$ cat src/rtl/dsdac_pkg.sv
// Shared widths and constants for the second-order delta-sigma DAC.
package dsdac_pkg;

   // Width of the first integrator: two guard bits above the sample width.
   function automatic int int1_w(input int bw);
      return bw + 2;
   endfunction

   // Width of the second integrator: four guard bits above the sample width.
   function automatic int int2_w(input int bw);
      return bw + 4;
   endfunction

   // Full-scale magnitude 2^(bw-1), used as the feedback level.
   function automatic int fs_const(input int bw);
      return 32'sd1 <<< (bw - 1);
   endfunction

endpackage

$ cat src/rtl/delta_sigma_dac_sat_add.sv
// Three-operand signed adder whose result saturates to the W-bit signed range.
module sat_add #(
   parameter int W = 16
) (
   input  logic signed [W-1:0] a,
   input  logic signed [W-1:0] b,
   input  logic signed [W-1:0] c,
   output logic signed [W-1:0] y
);

   // Two extra bits hold any sum of three W-bit operands without wrapping.
   localparam logic signed [W+1:0] MAX_V = {3'b000, {(W-1){1'b1}}};
   localparam logic signed [W+1:0] MIN_V = {3'b111, {(W-1){1'b0}}};

   logic signed [W+1:0] sum;

   // Wide sum followed by clamping to the destination range.
   always_comb begin
      sum = {{2{a[W-1]}}, a} + {{2{b[W-1]}}, b} + {{2{c[W-1]}}, c};
      if (sum > MAX_V) begin
         y = MAX_V[W-1:0];
      end else if (sum < MIN_V) begin
         y = MIN_V[W-1:0];
      end else begin
         y = sum[W-1:0];
      end
   end

endmodule

$ cat src/rtl/delta_sigma_dac.sv
// Second-order delta-sigma modulator producing a 1-bit pulse-density stream.
module delta_sigma_dac
   import dsdac_pkg::*;
#(
   parameter int BW = 14
) (
   input  logic          clk_i,
   input  logic          rst_i,
   input  logic [BW-1:0] dac_i,
   output logic          dac_o
);

   localparam int I1W = int1_w(BW);
   localparam int I2W = int2_w(BW);
   localparam logic signed [I1W-1:0] FS1 = I1W'(fs_const(BW));
   localparam logic signed [I2W-1:0] FS2 = I2W'(fs_const(BW));

   logic signed [BW-1:0]  x_q;
   logic signed [I1W-1:0] int1;
   logic signed [I2W-1:0] int2;

   logic signed [I1W-1:0] x_ext;
   logic signed [I1W-1:0] negfb1;
   logic signed [I1W-1:0] int1_n;
   logic signed [I2W-1:0] int1_ext;
   logic signed [I2W-1:0] negfb2;
   logic signed [I2W-1:0] int2_n;

   // Feedback mux: subtract +FS when the output is high, add FS when low.
   always_comb begin
      x_ext    = I1W'(x_q);
      int1_ext = I2W'(int1_n);
      if (dac_o) begin
         negfb1 = -FS1;
         negfb2 = -FS2;
      end else begin
         negfb1 = FS1;
         negfb2 = FS2;
      end
   end

   sat_add #(.W(I1W)) u_int1_add (
      .a (int1),
      .b (x_ext),
      .c (negfb1),
      .y (int1_n)
   );

   // The second stage consumes the freshly computed first-stage value.
   sat_add #(.W(I2W)) u_int2_add (
      .a (int2),
      .b (int1_ext),
      .c (negfb2),
      .y (int2_n)
   );

   // Loop state and output register; reset clears everything on the same edge.
   always_ff @(posedge clk_i) begin
      if (rst_i) begin
         x_q   <= '0;
         int1  <= '0;
         int2  <= '0;
         dac_o <= 1'b0;
      end else begin
         x_q   <= dac_i;
         int1  <= int1_n;
         int2  <= int2_n;
         dac_o <= ~int2_n[I2W-1];
      end
   end

endmodule

$ cat config.mk
export PLATFORM = sky130hd
export DESIGN_NAME = delta_sigma_dac
export DESIGN_NICKNAME = d
export VERILOG_FILES = /design/src/rtl/dsdac_pkg.sv /design/src/rtl/delta_sigma_dac_sat_add.sv /design/src/rtl/delta_sigma_dac.sv
export SDC_FILE = /design/constraint.sdc
export NUM_CORES = 1
export LEC_CHECK = 0
export ABC_AREA = 1
export BUFFER_PORTS_ARGS = -buffer_cell sky130_fd_sc_hd__buf_4
export CAP_MARGIN = 20
export CORE_ASPECT_RATIO = 0.6
export CORE_MARGIN = 1
export CORE_UTILIZATION = 50
export CTS_CLUSTER_SIZE = 14
export DETAILED_ROUTE_END_ITERATION = 8
export PLACE_DENSITY_LB_ADDON = 0.08
export SYNTH_ARGS = -nofsm -noshare
export SYNTH_HDL_FRONTEND = slang
export SYNTH_SLANG_ARGS = --single-unit
$ cat constraint.sdc
create_clock -name clk_i -period 9.05 [get_ports clk_i]
set_clock_uncertainty 0.1 [all_clocks]
set_input_delay 1.3575 -clock clk_i [delete_from_list [all_inputs] [get_ports clk_i]]
set_output_delay 1.3575 -clock clk_i [all_outputs]
set_load 0.01 [all_outputs]
==> results of run 1 <==
-- kinds of logic (layout without fill, tap and decap cells) --
kind of cell / Yosys count / count (layout) / share of synthesized area, %
AO/OA/AOI/OAI: 69 / 69 / 12.0
XOR/XNOR: 30 / 30 / 7.21
adder cells (fa/ha/maj): 47 / 47 / 17.0
buffers and inverters: 78 / 93 / 9.38
flip-flops: 49 / 49 / 26.9
AND/OR/NAND/NOR: 216 / 216 / 27.6
-- synthesized netlist by cell type, types with 7 or more instances --
master	instances	area [sq um]
a31oi_1	7	43.8
nand3_2	14	140
xnor2_1	11	96.3
a21oi_2	10	87.6
inv_1	66	248
nand2_1	114	428
dfxtp_1	49	981
o21ai_0	8	40.0
xor2_1	19	166
nand3_1	15	75.1
nand2_2	20	125
a21oi_1	32	160
nor2_1	44	165
ha_1	43	538
-- area by class of cell --
cell class | instances | share of cell area, %
Clock buffer | 6 | 3.52
Clock inverter | 2 | 0.349
Inverter | 67 | 6.37
Multi-Input combinational cell | 362 | 58.7
Sequential cell | 49 | 24.8
Tap cell | 87 | 2.76
Timing Repair Buffer | 18 | 3.42
-- worst register-to-register path, delay by kind of cell, from the launching register on --
kind	cells	cell delay [ns]
flops	1	0.32
simple gates	19	2.63
xor+xnor	1	0.13
compound gates	8	2.40
fa+ha+maj	6	1.77
buf+inv	5	0.42
-- flip-flops by register name (all words and copies together), names as in the netlist --
signal	cells
dac_o	1
int1	16
int2	18
x_q	14
-- stage by stage --
stage / setup WS [ns] / instances / cell area (sq um) / hold WS [ns] / util [%]
after floorplan: 2.70 / 489 / 3640 / 0.436 / -
after global placement: 1.39 / 583 / 3800 / 0.511 / 55.4
after detailed placement: 1.23 / 583 / 3800 / 0.484 / 55.4
after CTS: 1.21 / 591 / 3950 / 0.511 / 57.7
after global routing: 0.288 / 591 / 3950 / 0.572 / 57.7
final: 1.17 / 591 / 3950 / 0.490 / 57.7
-- per-layer routing --
metal	wire length, um	share of wire (%)
met1	4110	55
met4	24	0.32
met5	0	0
met2	2970	40
met3	335	4.5
-- how the worst max path moves through the flow --
| stage | start | endpoint | slack (ns) | cells after the start |
|---|---|---|---|---|
| after global routing | x_q[0] | int2[1] | 0.29 | 40 |
| after CTS | x_q[0] | int2[1] | 1.21 | 40 |
| after detailed placement | x_q[0] | int2[1] | 1.23 | 40 |
| final | x_q[0] | int2[13] | 1.17 | 39 |
| after global placement | x_q[0] | int2[1] | 1.39 | 40 |
| after floorplan | int1[0] | int2[10] | 2.70 | 37 |
-- cell usage in the layout, fill, tap and decap left out, drive strengths merged, types with 2 or more instances in the layout --
master | netlist | layout
a211oi | 2 | 2
a21boi | 2 | 2
a21oi | 42 | 42
a31oi | 7 | 7
buf | 7 | 18
clkbuf | 4 | 6
clkinv | 0 | 2
dfxtp | 49 | 49
fa | 4 | 4
ha | 43 | 43
inv | 67 | 67
nand2 | 136 | 136
nand3 | 29 | 29
nand3b | 3 | 3
nor2 | 45 | 45
nor3 | 3 | 3
o21ai | 8 | 8
o21bai | 4 | 4
xnor2 | 11 | 11
xor2 | 19 | 19
==> results by group, run 1 <==
Timing
  • # setup viols final: 0
  • Setup_tns: 0 ns
  • Final period utilization: just under 90%
  • RSZ-0062 raised after global routing: no
  • Final hold vios: 0
  • Final min period: approximately 7.9 ns
  • Fmax: 0.127 GHz
  • Slew @ Worst Pin: 0.802 ns
  • Worst slew margin: between 40% and 50%
  • Max-slew violations: 0

Setup path
  • Register-to-register setup slack: 1.17 ns
  • Critical setup path kind: flip-flop to flip-flop
  • Worst r2r dst: int2[13]
  • Worst Reg-to-Reg Cells: 39
  • CP max FO: 20
  • CP Buf/Inv Count: 5
  • Worst r2r src: x_q[0]
  • Crit-path leading delay family: simple AND/OR/NAND/NOR gates
  • Crit end category: flip-flop
  • Critical Path RT: approximately 9.1 ns
  • Arr. time, crit path: between 7 and 8 ns
  • Worst Setup Start Kind: flip-flop
  • Slowest stage cell, crit path: nand2_1
  • Most used cell, CP: nand2_1
  • Crit-path max cell delay: about 0.60 ns

CTS
  • Cts bufs inserted: 5
  • Post CTS Setup Buffer Count: 0
  • Reg clk slew, reported paths: about 0.070 ns
  • Hold_buf cts: 0
  • Clk sink count: between 40 and 50
  • H-Tree Level Count: 2
  • Clock buffer depth: 2
  • TritonCTS clock tree: yes
  • CTS resizes: 0
  • CTS root buffer: clkbuf_16
  • Latest clock arrival within the worst-skew pair: 0.28 ns

Route
  • First-pass DRT Iterations: 4
  • DRC Markers: 0
  • Vias: 2968
  • Vias per Instance: approximately 5
  • DRT iter0 DRCs: between 100 and 150
  • Routed WL: around 7400 um
  • ANT nets after route: 0
  • WL per Instance: roughly 13 um

Global route
  • Met2 usage: 32.1%
  • Largest net degree at the start of global routing: 35
  • GRT Residual Overflow: 0
  • Vias in the first global route: 2719
  • Busiest grt layer: met2
  • First-pass GRT wire length: roughly 13000 um
  • Tot GR Track Use: a little over a fifth
  • Met1 Use GR: a little under a third
  • Met3 usage: ~4.3%
  • Antenna violations before repair: 0

Synth
  • Distinct cells, synth: 35
  • Syn Area/Cell: about 7.4 sq um
  • Synth warn: 0
  • Post-synth ARST share: 0%
  • Post-synth EDFFs: 0
  • Register area share after synthesis: approximately 27%
  • Synthesized area: 3640 sq um
  • Top_reg_cell synth: dfxtp_1
  • Flop and latch count out of synthesis: 49
  • Cells after Synth: just under 500
  • Syn_nets: around 550

Worst hold path
  • Hold Path End: int2[0]
  • Worst hold start: int2[0]
  • Hold Crit Depth: 3
  • Hold/Removal Path Class: flip-flop to flip-flop

Die
  • Rows: 23
  • Die Wd: about 110 um
  • Initial cell density of the core: a little over half
  • IO Pins: 17
  • Core Box Area: 6850 sq um
  • Die ar.: about 7600 sq um
  • Chip height: just under 70 um

Cells and area
  • FILL cells: 670
  • Footprint of the multi-input gates: ~2300 sq um
  • Flip-flop and latch area: 981 sq um
  • # diodes: 0
  • Area growth syn-to-layout: 8.42%
  • Layout cells sized above 1: 15.3%
  • Final nets: around 570

Place
  • Final HPWL DP: between 5000 and 6000 um
  • Gpl congestion: 0.854
  • Number of port buffers: 16

Run status
  • Status: completed

Run
  • Max cap viols: 0
Power of run 1 is left out: the tool's default activity adds up to more than one toggle a clock period on the data nets, which glitch-free logic cannot reach.
==> inputs of run 2 (changes only) <==
SLEW_MARGIN = 20   (was not set)
clock period = 8.1 ns   (was 9.05 ns; I/O delays follow)
==> results by group, run 2 (same netlist as run 1, synthesis figures left out) <==
CTS
  • Latest clock arrival within the worst-skew pair: 0.29 ns (was 0.28 ns)
  • Cts bufs inserted: 5 (unchanged)
  • H-Tree Level Count: 2 (unchanged)
  • TritonCTS clock tree: yes (unchanged)
  • Post CTS Setup Buffer Count: 0 (unchanged)
  • Reg clk slew, reported paths: 0.06 ns (was 0.07 ns)
  • Clock buffer depth: 2 (unchanged)
  • CTS root buffer: clkbuf_16 (unchanged)
  • Clk sink count: 49 (unchanged)

Die
  • IO Pins: 17 (unchanged)
  • Die Wd: 112 um (unchanged)
  • Die ar.: 7640 sq um (unchanged)
  • Initial cell density of the core: 53.2% (unchanged)
  • Rows: 23 (unchanged)
  • Core Box Area: 6850 sq um (unchanged)
  • Chip height: 68.1 um (unchanged)

Worst hold path
  • Worst hold start: int2[0] (unchanged)
  • Hold Crit Depth: 3 (unchanged)
  • Hold Path End: int2[0] (unchanged)
  • Hold/Removal Path Class: flip-flop to flip-flop (unchanged)

Global route
  • Antenna violations before repair: 0 (unchanged)
  • Tot GR Track Use: 21.1% (about the same)
  • First-pass GRT wire length: 12400 um (was 12600 um)
  • GRT Residual Overflow: 0 (unchanged)
  • Largest net degree at the start of global routing: 35 (unchanged)
  • Vias in the first global route: 2637 (was 2719)

Setup path
  • Worst Setup Start Kind: flip-flop (unchanged)
  • CP max FO: 29 (was 20)
  • Most used cell, CP: nand2_1 (unchanged)
  • Critical Path RT: 8.22 ns (was 9.11 ns)
  • Critical setup path kind: flip-flop to flip-flop (unchanged)
  • Worst Reg-to-Reg Cells: 37 (was 39)
  • Register-to-register setup slack: 0.79 ns (was 1.17 ns)
  • Slowest stage cell, crit path: fa_1 (was nand2_1)
  • Arr. time, crit path: 7.43 ns (was 7.93 ns)
  • Crit end category: flip-flop (unchanged)
  • Crit-path max cell delay: 0.47 ns (was 0.60 ns)
  • Worst r2r dst: int2[4] (was int2[13])
  • Worst r2r src: x_q[0] (unchanged)

Timing
  • Worst slew margin: 49.6% (was 46.0%)
  • Setup_tns: 0 ns (unchanged)
  • Final period utilization: 90.3% (was 87.0%)
  • Final hold vios: 0 (unchanged)
  • RSZ-0062 raised after global routing: no (unchanged)
  • # setup viols final: 0 (unchanged)
  • Max-slew violations: 0 (unchanged)
  • Fmax: 0.137 GHz (was 0.127 GHz)
  • Final min period: 7.31 ns (was 7.88 ns)
  • Slew @ Worst Pin: 0.748 ns (was 0.802 ns)

Route
  • First-pass DRT Iterations: 5 (was 4)
  • Routed WL: 7370 um (was 7440 um)
  • Vias per Instance: 4.94 (was 5.02)
  • WL per Instance: 12.5 um (was 12.6 um)
  • Vias: 2916 (was 2968)
  • ANT nets after route: 0 (unchanged)
  • DRC Markers: 0 (unchanged)
  • DRT iter0 DRCs: 153 (was 146)

Cells and area
  • Final nets: 565 (was 566)
  • Footprint of the multi-input gates: 2320 sq um (unchanged)
  • Top flop regs: int2 x18, int1 x16, x_q x14 (unchanged)
  • Area growth syn-to-layout: 8.76% (was 8.42%)
  • Commonest non-fill, non-tap cell in the layout: nand2_1 (unchanged)
  • Layout cells sized above 1: 14.9% (was 15.3%)
  • FILL cells: 651 (was 670)
  • Flip-flop and latch area: 981 sq um (unchanged)
  • Biggest register: int2 (unchanged)
  • Commonest non-fill, non-tap cells in the layout: 114 x nand2_1, 66 x inv_1, 49 x dfxtp_1 (unchanged)
  • # diodes: 0 (unchanged)
  • Max reg flops: 18 (unchanged)

Place
  • Final HPWL DP: 5890 um (was 5950 um)
  • Gpl congestion: 0.853 (was 0.854)
  • Number of port buffers: 16 (unchanged)

Run
  • Max cap viols: 0 (unchanged)

Run status
  • Status: completed (unchanged)
[run 2: cell types whose count changed in the layout (fill, tap and decap cells not counted), sizes merged]
cell / change
clkinv: -2
buf: -1
bufinv: +1
clkbuf: +1
[run 2: what timing repair did]
item,CTS,global route
resized for setup,0,1
hold buffers,0,0
endpoints found under the setup margin,0,17
[run 2: per-layer routing]
metal / up-vias / share of wire (%) / global-route usage [%]
met5: - / 0 / 0
met4: 0 / 0.66 / 4.67
met3: 6 / 5.3 / 4.69
met2: 41 / 38 / 30.7
met1: 1279 / 56 / 31.5
li1: 1590 / - / -
[run 2: worst max-delay path, delay by kind of cell (launching register included)]
family	cells	cell delay, ns
xor gates and xnor gates	2	0.48
buffers and inverters	6	0.89
and+or+nand+nor	16	1.86
AOI/OAI and AO/OA	8	1.87
adders and majority gates	5	1.74
DFF	1	0.32
[run 2: how the worst max path moves through the flow]
stage	startpoint	slack (ns)	endpoint	cells after the start
floorplan	int1[0]	1.75	int2[10]	37
global placement	x_q[0]	0.89	int2[13]	37
detailed placement	x_q[0]	0.62	int2[13]	41
CTS	x_q[0]	0.59	int2[4]	37
global route	x_q[0]	0.02	int2[13]	41
finish	x_q[0]	0.79	int2[4]	37
[run 2: stage by stage]
stage	instance area [sq um]	hold slack, ns	cells	worst slack [ns]	util (%)
floorplan	3640	0.436	489	1.75	-
global placement	3790	0.527	582	0.886	55.3
detailed placement	3790	0.486	582	0.619	55.3
CTS	3960	0.508	590	0.594	57.8
global route	3960	0.559	590	0.0217	57.8
finish	3960	0.504	590	0.788	57.8
[run 2: area by class of cell]
type / count / area share [%]
multi-input combinational: 362 / 58.6
sequential: 49 / 24.8
inverter: 67 / 6.35
clock buffer: 7 / 3.60
timing repair buffer: 17 / 3.22
tap: 87 / 2.75
clock inverter: 1 / 0.758
Power of run 2 is left out for the same reason.
